$ cat src/rtl/inst_path_pkg.sv
// -----------------------------------------------------------------------------
// inst_path_pkg
//   Shared types and constants for the instance-path decoder.
//   - state_t            : top-level FSM states
//   - DEFAULT_RADIX_LIST : packed 3-bit radices, leaf-first 2,3,4,4
//   - REM_W              : width of the serial divider remainder
//   - radix_of()         : extracts the radix of level k from a packed list
// -----------------------------------------------------------------------------
package inst_path_pkg;

   typedef enum logic [1:0] {
      IDLE  = 2'd0,
      DIV   = 2'd1,
      CHECK = 2'd2,
      DONE  = 2'd3
   } state_t;

   localparam int            REM_W              = 4;
   localparam int            RADIX_LIST_MAX     = 64;   // room for up to 21 levels
   localparam logic [11:0]   DEFAULT_RADIX_LIST = {3'd4, 3'd4, 3'd3, 3'd2};

   // Radix of level k; bits [3k+2:3k] of the packed list.
   function automatic logic [2:0] radix_of(input logic [RADIX_LIST_MAX-1:0] list,
                                           input int k);
      return list[3*k +: 3];
   endfunction

endpackage

$ cat src/rtl/path_div_serial.sv
// -----------------------------------------------------------------------------
// path_div_serial
//   One-radix, MSB-first serial restoring divider. A start pulse loads the
//   dividend and clears the remainder; the next WIDTH cycles each consume one
//   dividend bit. The dividend register doubles as the quotient register:
//   dividend bits shift out at the top while quotient bits shift in at the
//   bottom, so after WIDTH cycles it holds the full quotient.
// Ports:
//   clk, rst_n   : clock, async active-low reset
//   start        : load dividend and begin a divide (ignored mid-divide by top)
//   dividend     : value to divide, sampled on start
//   radix        : divisor (2..7), must be stable while busy
//   quotient     : quotient register (valid once done has been seen)
//   remainder    : remainder register (valid once done has been seen)
//   done         : high during the cycle that consumes dividend bit 0
// -----------------------------------------------------------------------------
module path_div_serial
   import inst_path_pkg::*;
#(
   parameter int WIDTH = 32
) (
   input  logic             clk,
   input  logic             rst_n,
   input  logic             start,
   input  logic [WIDTH-1:0] dividend,
   input  logic [2:0]       radix,
   output logic [WIDTH-1:0] quotient,
   output logic [REM_W-1:0] remainder,
   output logic             done
);

   localparam int CNT_W = (WIDTH > 1) ? $clog2(WIDTH) : 1;

   logic [CNT_W-1:0] cnt;
   logic             busy;
   logic [REM_W-1:0] rem_sh;
   logic [REM_W-1:0] rem_sub;
   logic             q_bit;

   // Previous remainder is always < radix <= 7, so its low 3 bits hold it
   // exactly and the shifted value fits in REM_W bits.
   always_comb begin
      rem_sh  = {remainder[REM_W-2:0], quotient[WIDTH-1]};
      q_bit   = (rem_sh >= REM_W'(radix));
      rem_sub = rem_sh - REM_W'(radix);
      done    = busy && (cnt == '0);
   end

   always_ff @(posedge clk or negedge rst_n) begin
      if (!rst_n) begin
         quotient  <= '0;
         remainder <= '0;
         cnt       <= '0;
         busy      <= 1'b0;
      end else if (start) begin
         quotient  <= dividend;
         remainder <= '0;
         cnt       <= CNT_W'(WIDTH - 1);
         busy      <= 1'b1;
      end else if (busy) begin
         quotient  <= {quotient[WIDTH-2:0], q_bit};
         remainder <= q_bit ? rem_sub : rem_sh;
         if (cnt == '0) busy <= 1'b0;
         else           cnt  <= cnt - CNT_W'(1);
      end
   end

endmodule

$ cat src/rtl/inst_path_decoder.sv
// -----------------------------------------------------------------------------
// inst_path_decoder
//   Recovers the per-level branch bits and root value from a leaf identity
//   built as id = radix*parent + b. Each level divides the running value by
//   that level's radix using one shared serial divider; the remainder gives
//   the branch bit and an error flag when it is not a legal 0/1 digit.
// Ports:
//   clk, rst_n    : clock, async active-low reset
//   in_valid      : request with in_value
//   in_ready      : high only in IDLE
//   in_value      : leaf identity value
//   out_valid     : result available (DONE)
//   out_ready     : consumer accepts the result
//   out_path      : bit k = remainder[0] at level k
//   out_root      : quotient after the last level
//   out_err_mask  : bit k set when the level-k remainder exceeds 1
// Latency: out_valid rises LEVELS*(WIDTH+1) cycles after the accept edge.
// -----------------------------------------------------------------------------
module inst_path_decoder
   import inst_path_pkg::*;
#(
   parameter int                  WIDTH      = 32,
   parameter int                  LEVELS     = 4,
   parameter logic [3*LEVELS-1:0] RADIX_LIST = DEFAULT_RADIX_LIST
) (
   input  logic              clk,
   input  logic              rst_n,
   input  logic              in_valid,
   output logic              in_ready,
   input  logic [WIDTH-1:0]  in_value,
   output logic              out_valid,
   input  logic              out_ready,
   output logic [LEVELS-1:0] out_path,
   output logic [WIDTH-1:0]  out_root,
   output logic [LEVELS-1:0] out_err_mask
);

   localparam int                        LVL_W     = (LEVELS > 1) ? $clog2(LEVELS) : 1;
   localparam logic [RADIX_LIST_MAX-1:0] RADIX_EXT = RADIX_LIST_MAX'(RADIX_LIST);

   // Elaboration-time parameter checks.
   if (3*LEVELS > RADIX_LIST_MAX) begin : g_levels_chk
      $error("inst_path_decoder: LEVELS too large");
   end
   for (genvar g = 0; g < LEVELS; g++) begin : g_radix_chk
      if (RADIX_LIST[3*g +: 3] < 3'd2) begin : g_bad
         $error("inst_path_decoder: radix of a level is outside 2..7");
      end
   end

   state_t             state, state_nxt;
   logic [LVL_W-1:0]   level;
   logic [LEVELS-1:0]  path_r, err_r;
   logic [LEVELS-1:0]  path_nxt, err_nxt;
   logic               last_level;

   logic               div_start;
   logic [WIDTH-1:0]   div_dividend;
   logic [2:0]         div_radix;
   logic [WIDTH-1:0]   div_quotient;
   logic [REM_W-1:0]   div_rem;
   logic               div_done;

   // A single divider is reused by every level; level is stable for the
   // whole DIV phase so the radix mux needs no extra register.
   assign div_radix    = radix_of(RADIX_EXT, int'(level));
   assign div_dividend = (state == IDLE) ? in_value : div_quotient;
   assign last_level   = (level == LVL_W'(LEVELS - 1));
   assign in_ready     = (state == IDLE);

   path_div_serial #(.WIDTH(WIDTH)) u_div (
      .clk       (clk),
      .rst_n     (rst_n),
      .start     (div_start),
      .dividend  (div_dividend),
      .radix     (div_radix),
      .quotient  (div_quotient),
      .remainder (div_rem),
      .done      (div_done)
   );

   // Working path/err with the current level's digit merged in.
   always_comb begin
      path_nxt = path_r;
      err_nxt  = err_r;
      for (int k = 0; k < LEVELS; k++) begin
         if (int'(level) == k) begin
            path_nxt[k] = div_rem[0];
            err_nxt[k]  = (div_rem > REM_W'(1));
         end
      end
   end

   always_comb begin
      state_nxt = state;
      div_start = 1'b0;
      case (state)
         IDLE: begin
            if (in_valid) begin
               state_nxt = DIV;
               div_start = 1'b1;
            end
         end
         DIV: begin
            if (div_done) state_nxt = CHECK;
         end
         CHECK: begin
            if (last_level) begin
               state_nxt = DONE;
            end else begin
               state_nxt = DIV;
               div_start = 1'b1;   // next level divides the fresh quotient
            end
         end
         DONE: begin
            if (out_ready) state_nxt = IDLE;
         end
         default: state_nxt = IDLE;
      endcase
   end

   always_ff @(posedge clk or negedge rst_n) begin
      if (!rst_n) begin
         state        <= IDLE;
         level        <= '0;
         path_r       <= '0;
         err_r        <= '0;
         out_path     <= '0;
         out_root     <= '0;
         out_err_mask <= '0;
         out_valid    <= 1'b0;
      end else begin
         state <= state_nxt;
         case (state)
            IDLE: begin
               if (in_valid) begin
                  level  <= '0;
                  path_r <= '0;
                  err_r  <= '0;
               end
            end
            CHECK: begin
               path_r <= path_nxt;
               err_r  <= err_nxt;
               if (last_level) begin
                  // Result registers change only here, so they hold
                  // between operations and never show a partial decode.
                  level        <= '0;
                  out_path     <= path_nxt;
                  out_err_mask <= err_nxt;
                  out_root     <= div_quotient;
                  out_valid    <= 1'b1;
               end else begin
                  level <= level + LVL_W'(1);
               end
            end
            DONE: begin
               if (out_ready) out_valid <= 1'b0;
            end
            default: ;
         endcase
      end
   end

endmodule

$ cat config.mk
export PLATFORM = sky130hd
export DESIGN_NAME = inst_path_decoder
export DESIGN_NICKNAME = d
export VERILOG_FILES = /design/src/rtl/inst_path_pkg.sv /design/src/rtl/path_div_serial.sv /design/src/rtl/inst_path_decoder.sv
export SDC_FILE = /design/constraint.sdc
export NUM_CORES = 1
export LEC_CHECK = 0
export ABC_AREA = 1
export BUFFER_PORTS_ARGS = -buffer_cell sky130_fd_sc_hd__buf_2
export CAP_MARGIN = 20
export CELL_PAD_IN_SITES_DETAIL_PLACEMENT = 0
export CELL_PAD_IN_SITES_GLOBAL_PLACEMENT = 1
export CORE_UTILIZATION = 44
export CTS_BUF_LIST = sky130_fd_sc_hd__clkbuf_8
export CTS_CLUSTER_SIZE = 40
export DETAILED_ROUTE_END_ITERATION = 8
export PLACE_DENSITY = 0.87
export SLEW_MARGIN = 20
export SYNTH_ARGS = -nofsm -noshare
export SYNTH_HDL_FRONTEND = slang
export SYNTH_HIERARCHICAL = 1
export SYNTH_SLANG_ARGS = --single-unit
$ cat constraint.sdc
create_clock -name clk -period 2.1 [get_ports clk]
set_input_delay 0.42 -clock clk [delete_from_list [all_inputs] [get_ports clk]]
set_output_delay 0.42 -clock clk [all_outputs]
set_load 0.01 [all_outputs]
Yosys cells after proc, flatten, opt, wreduce, memory -nomap -nowiden
Index checks and enable logic that the tools add are counted.
W data, S select, Z words.
{"block": "totals", "out_inout_bits": 42, "inputBits": 36, "ff_bits": 95}
{"block": "op_classes", "shifts": 1, "addsub": 3, "n_lt_le_gt_ge": 2, "muxes": 37, "reduce_logical": 13, "multipliers": 1, "n_eq_ne": 13}
{"op": "$mux W32", "n": 3}
{"op": "$shiftx A64 B5 Y3 const A", "n": 1}
{"op": "$mux W4", "n": 4}
{"op": "$pmux W4 S2", "n": 2}
{"op": "$mux W1", "n": 15}
{"op": "$mux W5", "n": 3}
{"op": "$mux W2", "n": 6}
{"op": "$ne A2 B2 Y1 const B", "n": 6}
{"op": "$eq A2 B2 Y1 const B", "n": 5}
{"op": "$pmux W2 S4", "n": 1}
{"op": "$reduce_and A2 Y1", "n": 4}
{"op": "$reduce_and A3 Y1", "n": 2}
{"op": "$reduce_bool A2 Y1", "n": 3}
{"op": "$logic_not A5 Y1", "n": 1}
{"op": "$sub A5 B1 Y5 const B", "n": 1}
{"op": "$eq A2 B1 Y1 const B", "n": 2}
{"op": "$ge A4 B3 Y1", "n": 1}
{"op": "$gt A4 B1 Y1 const B", "n": 1}
{"op": "$logic_not A2 Y1", "n": 2}
{"op": "$mul A2 B2 Y4 const A", "n": 1}
{"op": "$pmux W1 S2", "n": 2}
{"op": "$pmux W2 S2", "n": 1}
{"op": "$sub A4 B3 Y4", "n": 1}
{"op": "$add A2 B1 Y2 const B", "n": 1}
{"op": "$logic_and A1 B1 Y1", "n": 1}

Logic depth before layout (Yosys ltp)
Gate-level depths: netlist (run 1).
{"block": "logic_depth", "ltp_word": 6, "depth_mapped": 11}

Modules after synthesis
The synthesis (run 1) kept the hierarchy.
{"module": "inst_path_decoder", "seq_area_each_um2": 1276.2, "cells_each": 350, "area_per_inst_um2": 2590.0, "instances": 1}
{"module": "path_div_serial", "seq_area_each_um2": 1051.0, "cells_each": 232, "area_per_inst_um2": 2344.7, "instances": 1}

Worst setup path after synthesis (run 1)
OpenSTA, ideal clock, no wires.
{"block": "synth_timing", "kind": "register -> register", "start": "register level[1]", "end": "register u_div.remainder[3]", "setup_time_ps": 65, "required_time_ps": 2035, "arrival_ps": 1751, "period_less_slack_ps": 1816, "slack_ps": 284, "n_path_buf": 0, "stages_incl_launch_ff": 12, "cell_sequence": "dfrtp_1 > inv_1 > ha_1 > ha_1 > fa_1 > inv_1 > nand2_1 > nand2_1 > nor2_2 > nor2_1 > nand3_1 > nand2_1"}
{"block": "synth_via", "elab_chain_cells": 6, "word_cells_on_any_way": 11, "cone_classes": "add/sub: 1; mul: 1; order compare: 1; eq/ne: 1; shift: 1; mux: 5; reduce/logical: 1"}
{"element": "start, declared", "line": "inst_path_decoder.sv:52", "rtl": "logic [LVL_W-1:0] level;"}
{"element": "start signal, assigned", "line": "inst_path_decoder.sv:154", "rtl": "level <= level + LVL_W'(1);"}
{"element": "$mul A2 B2 Y4 (*)", "line": "inst_path_pkg.sv:25", "rtl": "return list[3*k +: 3];"}
{"element": "$shiftx A64 B5 Y3 (*)", "line": "inst_path_pkg.sv:25"}
{"element": "via div_radix[1]", "line": "inst_path_decoder.sv:59", "rtl": "logic [2:0] div_radix;"}
{"element": "$sub A4 B3 Y4 / $ge A4 B3 Y1 (equally long branches)", "line": "path_div_serial.sv:45, path_div_serial.sv:44"}
{"element": "$mux W4 (*)", "line": "path_div_serial.sv:62", "rtl": "remainder <= q_bit ? rem_sub : rem_sh;"}
{"element": "$mux W4 (*)", "line": "path_div_serial.sv:60", "rtl": "end else if (busy) begin"}
{"element": "$mux W4 (*)", "line": "path_div_serial.sv:55", "rtl": "end else if (start) begin"}
{"element": "end signal, assigned", "line": "path_div_serial.sv:62"}
{"element": "end, declared", "line": "path_div_serial.sv:28", "rtl": "output logic [REM_W-1:0] remainder,"}
Mark *: on every way through the listed nets, which the timed path passes. The rest lies on a longest branch. The select of a mux whose other input is x is not followed.
A chain may end at the register's enable or synchronous reset.

Worst setup path after layout (run 1)
Ends and elaborated chain as after synthesis.

==> flow_metrics.env, run 1 <==
export IMPL_status="finished clean"
export IMPL_drt_initial_drc_count=191
export IMPL_mostFrequentLayoutCells="261 x nand2_1, 93 x dfrtp_1, 76 x buf_2"
export IMPL_crit_fanout=5
export IMPL_drive_gt1_share_pct=25.2
export IMPL_crit_path_start_kind="flip-flop"
export IMPL_hold_viol=0
export IMPL_core_area_mm2=0.0109
export IMPL_synth_edf_count=0
export IMPL_report_final_slew_viol_count=0
export IMPL_synth_area_mm2=0.00493
export IMPL_tritoncts="done"
export IMPL_overflow=0
export IMPL_fmax_mhz=523
export IMPL_die_x_um=108
export IMPL_clock_sinks=93
export IMPL_antenna_cells=0
export IMPL_route_vias_total=4069
export IMPL_layout_min_cycle_time_ps=1910
export IMPL_power_leakage_nw=3.06
export IMPL_port_buffers=77
export IMPL_place_gp_congestion=0.806
export IMPL_min_path_type="input pin to flip-flop"
export IMPL_powerDensity_mw_per_mm2=1290
export IMPL_wl_per_cell_um=14.0
export IMPL_fin_skew_ps=10.0
export IMPL_path_clk_slew_ps=90
export IMPL_grt_use_total_pct=21.3
export IMPL_io_pins=78
export IMPL_design_die_area_mm2=0.0116
export IMPL_yosysWarnings=6
export IMPL_clock_root_buffer="clkbuf_8"
export IMPL_synth_top_area_share_pct=47.2
export IMPL_drc=0
export IMPL_critical_path_class="flip-flop to flip-flop"
export IMPL_syn_nets=627
export IMPL_crit_path_end_kind="flip-flop"
export IMPL_worst_pin_slew_ps=458
export IMPL_nNetsFinal=706
export IMPL_area_growth_pct=15.1
export IMPL_crit_arrival_ps=2220
export IMPL_floorplan_rows=38
export IMPL_final_area_mm2=0.00568
export IMPL_clk_latency_ps=370
export IMPL_grt_max_degree=62
export IMPL_post_route_util_pct=52.2
export IMPL_async_flop_share_pct=100
export IMPL_die_height_um=108
export IMPL_numCtsBuffers=9
export IMPL_dr_pass1_iters=4
export IMPL_avgSynthCellArea_um2=8.48
export IMPL_nFillCells=1071
export IMPL_grt_pass1_vias=4051
export IMPL_postRouteWirelength_um=11300
export IMPL_ff_latch_area_mm2=0.00233
export IMPL_grt_pass1_wl_um=19300
export IMPL_layout_commonest_cell="nand2_1"
export IMPL_max_clock_path_buffers=2
export IMPL_ys_flop_type="dfrtp_1"
export IMPL_final_antenna_net_count=0
export IMPL_ys_ff_latch=93
export IMPL_synth_area_leaders="dfrtp_1 47%, nand2_1 20%, o221ai_2 8.8%, inv_1 4.3%, o21ai_0 3.7%"
export IMPL_antenna_found_initial=0
export IMPL_ir_worst_vdd_mv=0.593
export IMPL_multi_input_area_mm2=0.00214
export IMPL_start_util_pct=45.3
export IMPL_maxCapViolCount=0
export IMPL_synth_distinct_cells=34
export IMPL_critPathRequiredTime_ps=2410
export IMPL_synthCells=582
export IMPL_timing_final_crit_share_pct=91.0
export IMPL_max_slew_margin_pct=69.5
export IMPL_setup_viol=0
export IMPL_place_area_mm2=0.00541
export IMPL_routed_via_density=5.05
export IMPL_yosysSeqAreaShare_pct=47.2
export IMPL_synth_top_area_cell="dfrtp_1"
export IMPL_htreeDepth=3
export IMPL_dpl_hpwl_um=7870
-- layout make-up --
cell class	count	area share (%)
flip-flops and latches	93	41.0
multi-input cells	397	37.7
repair buffers	97	10.2
inverters	63	4.38
well taps	140	3.08
clock buffers	12	2.91
clock inverters	4	0.793
-- worst paths after layout --
check	startpoint	to	slack (ps)	cells past startpoint
hold / removal	in_value[25]	u_div/quotient[25]	360	5
max in group asynchronous	rst_n	u_div/quotient[29]	1160	3
setup / recovery	level[1]	u_div/remainder[3]	190	11
hold reg to reg	out_root[9]	out_root[9]	480	2
min in group asynchronous	rst_n	out_root[5]	390	2
setup reg to reg	level[1]	u_div/remainder[3]	190	11
-- cells by family after synthesis --
family | after synthesis | synth area share, %
AND/OR/NAND/NOR | 304 | 25.3
AO/OA/AOI/OAI | 84 | 15.4
buffers and inverters | 92 | 9.76
adder cells (fa/ha/maj) | 9 | 2.43
flip-flops | 93 | 47.2
-- state kept, by name, summed over array words and instances (netlist names), 3 cells and up --
signal	cells
err_r	3
u_div/quotient	32
u_div/cnt	5
out_err_mask	4
path_r	3
u_div/remainder	4
out_path	4
out_root	32
-- metrics by stage --
| stage | setup TNS [ps] | power (mW) | cells | setup slack, ps | hold WS, ps |
|---|---|---|---|---|---|
| floorplan | 0 | 5.25 | 582 | 284 | 124 |
| global placement | 0 | 5.91 | 783 | 189 | 232 |
| detailed placement | 0 | 6.02 | 783 | 92.2 | 232 |
| CTS | 0 | 7.31 | 800 | 20.7 | 341 |
| global route | -0.477 | 7.99 | 806 | -0.477 | 368 |
| finish | 0 | 7.34 | 806 | 189 | 359 |
-- routing by layer --
metal | wire length (um) | vias up | track usage (%) | part of all wire [%]
met1 | 5390 | 1961 | 28.5 | 48
met5 | 0 | - | 0 | 0
met3 | 390 | 11 | 2.66 | 3.5
met2 | 5350 | 81 | 34.3 | 47
li1 | - | 2016 | - | -
met4 | 150 | 0 | 9.98 | 1.3
-- power by group --
part	leakage (nW)	internal, mW	switching (mW)	total (mW)
logic	1.75	1.32	2.09	3.41
clock network	0.112	0.642	0.626	1.27
registers	1.19	2.29	0.371	2.66
-- Yosys cell counts, types with 3 or more instances --
cell type  number
nand4_1         4
buf_4           6
o21ai_0        36
buf_2           6
o221ai_2       29
ha_1            8
nor2_1          4
clkbuf_1        8
dfrtp_1        93
nand3_1        21
inv_1          56
o21ai_1        10
nor2_2          3
buf_12          3
or2_2           3
inv_2           5
buf_6           6
nand2_1       261
-- worst max-delay path, stage by stage, from the launching register on --
cell	delay (ps)
dfrtp_1	400
inv_2	90
ha_2	210
ha_1	220
fa_1	390
inv_1	60
nand2_1	90
nand2_1	110
nor2_2	60
nor2_1	90
nand3_1	80
nand2_1	60
-- timing repair --
action,CTS,global route
setup endpoints to repair,1,5
pin swaps,1,1
hold buffers,1,0
hold endpoints to repair,3,0
resized for setup,0,2
buffers inserted,0,6
(Power assumes the default switching activity.)
==> run 2, diff against run 1 <==
Settings changed: CELL_PAD_IN_SITES_DETAIL_PLACEMENT 0 to default, CELL_PAD_IN_SITES_GLOBAL_PLACEMENT 1 to default, CORE_UTILIZATION 44 to 45, PLACE_DENSITY 0.87 to 0.71.
==> flow_metrics.env, run 2 (same netlist as run 1, synthesis figures left out) <==
export IMPL_status="finished clean"
export IMPL_layout_min_cycle_time_ps=1960
export IMPL_crit_fanout=5
export IMPL_clk_latency_ps=360
export IMPL_antenna_found_initial=0
export IMPL_tritoncts="done"
export IMPL_power_leakage_nw=3.02
export IMPL_worst_pin_slew_ps=471
export IMPL_grt_pass1_vias=3951
export IMPL_critPathRequiredTime_ps=2400
export IMPL_route_vias_total=4014
export IMPL_routed_via_density=5.05
export IMPL_crit_arrival_ps=2260
export IMPL_floorplan_rows=37
export IMPL_die_x_um=107
export IMPL_grt_pass1_wl_um=18600
export IMPL_max_slew_margin_pct=68.6
export IMPL_report_final_slew_viol_count=0
export IMPL_overflow=0
export IMPL_powerDensity_mw_per_mm2=1280
export IMPL_grt_use_total_pct=20.5
export IMPL_nNetsFinal=699
export IMPL_clock_root_buffer="clkbuf_8"
export IMPL_design_die_area_mm2=0.0114
export IMPL_postRouteWirelength_um=11000
export IMPL_place_inst=778
export IMPL_place_area_mm2=0.00540
export IMPL_rsz0062_at_grt="false"
export IMPL_post_cts_setup_buffers=0
export IMPL_dpl_hpwl_um=7660
export IMPL_hold_viol=0
export IMPL_drt_initial_drc_count=255
export IMPL_htreeDepth=3
export IMPL_grt_max_degree=49
export IMPL_setup_viol=0
export IMPL_crit_path_end_kind="flip-flop"
export IMPL_wl_per_cell_um=13.8
export IMPL_port_buffers=77
export IMPL_area_growth_pct=13.5
export IMPL_layout_commonest_cell="nand2_1"
export IMPL_crit_path_start_kind="flip-flop"
export IMPL_numCtsBuffers=9
export IMPL_fin_skew_ps=5.79
export IMPL_die_height_um=107
export IMPL_start_util_pct=47.2
export IMPL_antenna_cells=0
export IMPL_dr_pass1_iters=5
export IMPL_timing_final_crit_share_pct=93.3
export IMPL_post_route_util_pct=53.5
export IMPL_place_ws_ps=112
export IMPL_drc=0
export IMPL_maxCapViolCount=0
export IMPL_fmax_mhz=510
export IMPL_path_clk_slew_ps=90
export IMPL_setup_ws_ps=141
export IMPL_min_path_type="input pin to flip-flop"
export IMPL_ir_worst_vdd_mv=0.553
export IMPL_reg_top3="out_root (32), u_div/quotient (32), u_div/cnt (5)"
export IMPL_finalPower_mw=7.15
export IMPL_max_clock_path_buffers=2
export IMPL_clock_sinks=93
export IMPL_final_area_mm2=0.00560
export IMPL_final_antenna_net_count=0
export IMPL_place_gp_congestion=0.801
export IMPL_io_pins=78
export IMPL_hold_ws_ps=369
export IMPL_core_area_mm2=0.0105
export IMPL_critical_path_class="flip-flop to flip-flop"
export IMPL_mostFrequentLayoutCells="261 x nand2_1, 93 x dfrtp_1, 76 x buf_2"
export IMPL_drive_gt1_share_pct=24.0
export IMPL_fin_cells=795
export IMPL_tns_ps=0
-- run 2: worst paths after layout --
check	end	depth (start not counted)	slack, ps	from
setup reg to reg	u_div/remainder[3]	11	140	level[1]
max in group asynchronous	out_root[28]	3	980	rst_n
setup / recovery	u_div/remainder[3]	11	140	level[1]
hold / removal	u_div/quotient[29]	5	370	in_value[29]
min in group asynchronous	out_root[6]	2	500	rst_n
hold reg to reg	out_root[12]	2	480	out_root[12]
-- run 2: final cells by class --
| type | count | area, um^2 |
|---|---|---|
| clock buffer | 10 | 138 |
| timing repair buffer | 90 | 526 |
| tap | 136 | 170 |
| fill | 979 | 4860 |
| sequential | 93 | 2330 |
| inverter | 63 | 249 |
| multi-input combinational | 397 | 2140 |
| clock inverter | 6 | 55.1 |
-- run 2: critical path, stage by stage, from the launching register on --
cell and delay [ps]:
dfrtp_1 420, inv_2 90, ha_1 240, ha_1 230
fa_1 390, inv_1 70, nand2_1 90, nand2_1 110
nor2_2 60, nor2_1 90, nand3_1 70, nand2_1 50
-- run 2: layer usage --
| layer | GRT usage (%) | vias up | share of wire [%] |
|---|---|---|---|
| met5 | 0 | - | 0 |
| met1 | 27.4 | 1915 | 46 |
| met4 | 7.83 | 0 | 1.2 |
| li1 | - | 2006 | - |
| met3 | 3.28 | 9 | 4.6 |
| met2 | 33.5 | 84 | 48 |
-- run 2: what timing repair did --
action	CTS	global route
endpoints found under the hold margin	24	0
hold buffers	1	0
endpoints found under the setup margin	0	3
resized for setup	0	1
-- run 2: power by group --
group	total, mW	switching (mW)	internal, mW
Sequential	2.68	0.388	2.29
Clock	1.19	0.620	0.571
Combinational	3.29	2.04	1.24
Total	7.15	3.05	4.10
